**src/rtl/huffman_pkg.sv**
```systemverilog
`default_nettype none
// ============================================================================
// Module      : huffman_pkg
// Description : Shared constants and helpers for the Huffman bit packer.
// Revision    : 1.0 - initial release
// ============================================================================
package huffman_pkg;

   localparam int WORD_W  = 32;  // width of an emitted packed word
   localparam int MAX_LEN = 8;   // longest code word accepted per cycle
   localparam int BUF_W   = 40;  // one word plus room for a full-length carry

   // Lengths above MAX_LEN are treated as MAX_LEN.
   function automatic logic [3:0] clamp_len(input logic [3:0] len);
      return (len > 4'(MAX_LEN)) ? 4'(MAX_LEN) : len;
   endfunction

   // Mask with the low 'len' bits set; 'len' is already clamped to 0..8.
   function automatic logic [MAX_LEN-1:0] code_mask(input logic [3:0] len);
      logic [MAX_LEN:0] m;
      m = (9'd1 << len) - 9'd1;
      return m[MAX_LEN-1:0];
   endfunction

endpackage
`default_nettype wire

```
**src/rtl/huffman_coder.sv**
```systemverilog
`default_nettype none
// ============================================================================
// Module      : huffman_coder
// Description : Packs 0..8-bit code words MSB-first into 32-bit words and
//               strobes each completed word for one cycle. No backpressure.
// Revision    : 1.0 - initial release
// ============================================================================
module huffman_coder
   import huffman_pkg::*;
(
   input  logic                clock,
   input  logic                resetn,       // active-high asynchronous reset
   input  logic [MAX_LEN-1:0]  code,
   input  logic [3:0]          length,
   output logic [WORD_W-1:0]   encoded_out,
   output logic                enable_out
);

   // Left-aligned accumulation buffer: oldest bit sits at the top.
   logic [BUF_W-1:0]   bit_buf;
   logic [5:0]         fill;

   logic [3:0]         eff_len;
   logic [MAX_LEN-1:0] new_bits;
   logic [5:0]         sum;
   logic [5:0]         shift;
   logic [BUF_W-1:0]   merged;
   logic               word_done;

   // Mask the incoming code and merge it just below the bits already held.
   always_comb begin
      eff_len   = clamp_len(length);
      new_bits  = code & code_mask(eff_len);
      sum       = fill + {2'b00, eff_len};
      // Lowest new bit lands at BUF_W - fill - L; always >= 1 since fill <= 31.
      shift     = 6'(BUF_W) - sum;
      merged    = bit_buf | ({{(BUF_W-MAX_LEN){1'b0}}, new_bits} << shift);
      word_done = (sum >= 6'(WORD_W));
   end

   // Register bank: emit the top word on completion and carry the remainder up.
   always_ff @(posedge clock or posedge resetn) begin
      if (resetn) begin
         bit_buf     <= '0;
         fill        <= '0;
         encoded_out <= '0;
         enable_out  <= 1'b0;
      end else if (word_done) begin
         encoded_out <= merged[BUF_W-1 -: WORD_W];
         enable_out  <= 1'b1;
         bit_buf     <= merged << WORD_W;
         fill        <= sum - 6'(WORD_W);
      end else begin
         bit_buf     <= merged;
         fill        <= sum;
         enable_out  <= 1'b0;
      end
   end

endmodule
`default_nettype wire

```
**config.mk**
```make
export PLATFORM = sky130hd
export DESIGN_NAME = huffman_coder
export DESIGN_NICKNAME = d
export VERILOG_FILES = /design/src/rtl/huffman_pkg.sv /design/src/rtl/huffman_coder.sv
export SDC_FILE = /design/constraint.sdc
export NUM_CORES = 1
export LEC_CHECK = 0
export BUFFER_PORTS_ARGS = -buffer_cell sky130_fd_sc_hd__buf_2
export CAP_MARGIN = 20
export CORE_ASPECT_RATIO = 0.6
export CORE_MARGIN = 4
export CORE_UTILIZATION = 40
export CTS_CLUSTER_SIZE = 8
export DETAILED_ROUTE_END_ITERATION = 10
export MAX_ROUTING_LAYER = met4
export PLACE_DENSITY = 0.61
export SYNTH_ARGS = -nofsm -noshare
export SYNTH_HDL_FRONTEND = slang
export SYNTH_SLANG_ARGS = --single-unit
```
**constraint.sdc**
```tcl
create_clock -name clock -period 6.35 [get_ports clock]
set_input_delay 0.635 -clock clock [delete_from_list [all_inputs] [get_ports clock]]
set_output_delay 0.635 -clock clock [all_outputs]
set_load 0.005 [all_outputs]
```
==> reports/qor.csv <==
stage;metric;value;unit
run;max_cap viols;0;
logic_synthesis;main combinational cell family by area after synthesis;compound AO/OA/AOI/OAI gates;
worst_setup_path;Max stage delay on crit path;640;ps
clocking;clk sinks;79;
placement;Detail Placement HPWL;8070;um
timing;final number of setup-violating endpoints;0;
worst_setup_path;Worst Reg2Reg Path Length in Cells;11;
hold_path;Hold Path Class;in -> async;
logic_synthesis;Post-Synth XOR/XNOR Area;0.0245;
worst_setup_path;instance count on the critical path;13;
detailed_routing;# DRC;0;
worst_setup_path;CP Data Required Time;6600;ps
timing;setup_tns;0;ps
detailed_routing;vias per cell;5.74;
clocking;CTS root buf;clkbuf_16;
detailed_routing;Vias;3734;
logic_synthesis;synthesized instance count;475;
global_routing;vias in the first global route;3478;
worst_setup_path;WP data arrival;4570;ps
final_layout;layout cells sized above 1;0.186;
logic_synthesis;top_reg_cell synth;dfrtp_1;
worst_setup_path;CP Max Fanout;77;
global_routing;largest net degree at the start of global routing;80;
floorplan;Starting Density;0.410;
logic_synthesis;mux cell area share after synthesis;0.0295;
floorplan;site row count;29;
status;outcome;completed;
floorplan;die area;12600;um2
clocking;Post-CTS Setup Bufs;0;
timing;worst rel slew slack;0.279;
timing;RSZ-0062 raised after global routing;false;
timing;Worst Skew;3.89;ps
logic_synthesis;Ys Warns;0;
worst_setup_path;critical-path cell with the highest stage delay;a21oi_2;
clocking;register clock-pin slew on the reported worst setup and hold paths;60;ps
logic_synthesis;syn_nets;496;
final_layout;antenna diode count;0;
detailed_routing;WL final;11400;um
logic_synthesis;FFs w/ async S/R, synth;1.00;
timing;Fin. Hold Viols;0;
detailed_routing;drt wl/cell;17.5;um
floorplan;die width;142;um
clocking;CTS max path bufs;2;
timing;Tcrit/Tclk final;0.681;
detailed_routing;Final ANT Viol Nets;0;
worst_setup_path;Most common cell on crit path;buf_4;
global_routing;initial antenna violation count;0;
logic_synthesis;Post-Syn Area;4330;um2
worst_setup_path;kind of cell adding the most delay to the critical path;compound AO/OA/AOI/OAI gates;
worst_setup_path;Crit Path Category;in -> reg;
final_layout;most common cell after layout, fill and taps aside;dfrtp_1;
logic_synthesis;compound-cell area share of the yosys netlist;0.248;
logic_synthesis;Netlist cell types;73;
global_routing;grt ovf;0;
clocking;TritonCTS clock tree;built;
clocking;# resized after CTS;0;
logic_synthesis;post-synthesis simple-gate area fraction;0.180;
placement;I/O Buffers;46;
floorplan;io pins;47;
global_routing;total track usage;0.197;
worst_setup_path;WP buf/inv;4;
timing;Min Clock Period, post-route;4320;ps
detailed_routing;TritonRoute pass-1 iters;5;
final_layout;commonest cells after routing, fill and taps aside;79 x dfrtp_1, 68 x nor2_1, 52 x nand2_1;
timing;Peak Freq;231;MHz
logic_synthesis;flops & latches, synth;79;
clocking;CTS Hold Bufs;0;
clocking;CTS Buf Count;9;
worst_setup_path;CP Cell Sequence;buf_2 > nor2b_1 > ha_1 > and3_1 > o2bb2ai_1 > xnor2_2 > buf_4 > inv_2 > buf_4 > a21o_1 > a21oi_2 > nand2_1 > o22ai_1;
logic_synthesis;area share of fa/ha/maj cells after synthesis;0.0219;
global_routing;first-pass GRT wire length;18800;um
placement;last weighted congestion value of the routability-driven placer;0.854;
logic_synthesis;Yosys top cell area share;0.456;
logic_synthesis;Area contributors post-synth;dfrtp_1 46%, nor2_1 5.9%, a21oi_1 4.5%;
final_layout;fin nets;529;
final_layout;Layout area overhead;13.8;%
worst_setup_path;CP Launch Type;primary input;
floorplan;Die Ht;88.6;um
worst_setup_path;endpoint class of the critical path;flop;
logic_synthesis;Seq/Total Area, Yosys;0.456;
detailed_routing;Starting DRT DRC Count;429;
timing;Tightest Pin Transition;1080;ps
logic_synthesis;EDFF count, synth;0;
logic_synthesis;Mapped Avg Cell Area;9.12;um2
clocking;H-tree depth;3;
clocking;Clock Latency Late Sink;340;ps
timing;fin. max-slew vios;0;
logic_synthesis;post-synth top area cell;dfrtp_1;
floorplan;core area;10600;um2
-- state kept, by name (all words and copies together), names as in the netlist --
| signal | cells |
|---|---|
| encoded_out | 32 |
| fill | 6 |
| bit_buf | 40 |
| enable_out | 1 |
-- cell type report --
type,count,area [um2]
fillers,1028,5630
multi-input cells,354,2200
flip-flops and latches,79,1980
repair buffers,50,280
clock buffers,12,236
well taps,139,174
inverters,14,53.8
clock inverters,2,10.0
-- worst paths after layout --
kind                       slack, ps                  start                           to
hold reg to reg                  470  bit_buf[30]$_DFF_PP0_  encoded_out[22]$_DFFE_PP0N_
setup / recovery                2030              length[3]   encoded_out[2]$_DFFE_PP0N_
max in group asynchronous       5460                 resetn        bit_buf[38]$_DFF_PP0_
hold / removal                   320                 resetn  encoded_out[24]$_DFFE_PP0N_
min in group clock               470  bit_buf[30]$_DFF_PP0_  encoded_out[22]$_DFFE_PP0N_
setup reg to reg                2350      fill[3]$_DFF_PP0_   encoded_out[2]$_DFFE_PP0N_
-- kinds of logic after synthesis --
kind of cell,Yosys count
AND/OR/NAND/NOR,170
buffers and inverters,42
multiplexers,12
XOR/XNOR,8
adder cells (fa/ha/maj),7
AO/OA/AOI/OAI,156
flip-flops,79
other,1
-- cell usage after synthesis, types with 3 or more instances --
master / number
dfrtp_1: 79
a211oi_1: 4
a221oi_1: 3
nand4_1: 3
mux2i_1: 6
and2_1: 4
ha_1: 6
o22ai_1: 13
nor2b_1: 3
nor3_1: 9
and3_1: 4
buf_2: 7
mux2_2: 6
nor2_1: 68
o21ai_0: 30
a211oi_2: 4
o21ai_1: 4
o31ai_1: 3
nand2_1: 52
a21oi_1: 39
o2111ai_1: 4
inv_2: 4
a22oi_1: 6
clkbuf_1: 19
nand3b_1: 3
nand2b_1: 6
inv_1: 10
a31oi_1: 12
nand3_1: 6
xnor2_1: 3
-- worst min-delay path, stage by stage --
cell and delay (ps):
buf_2 100, clkinv_2 30, buf_4 260
-- metal layers --
layer | GRT usage | wire, um | up-vias
li1 | - | - | 1791
met1 | 0.301 | 5950 | 1814
met2 | 0.259 | 4550 | 115
met3 | 0.0497 | 775 | 14
met4 | 0.0414 | 119 | 0
met5 | - | 0 | -
-- per-stage QoR --
stage / hold WS (ps) / worst slack (ps) / std cells / util / instance area [um2]
floorplan: 439 / 2430 / 475 / - / 4330
global placement: 457 / 1690 / 635 / 0.441 / 4660
detailed placement: 460 / 1660 / 635 / 0.441 / 4660
CTS: 477 / 1990 / 649 / 0.465 / 4900
global route: 332 / 1650 / 650 / 0.467 / 4930
finish: 317 / 2030 / 650 / 0.467 / 4930
Power is not shown: default switching activity piles up to over one toggle a cycle in this logic, so the estimate is an artifact.
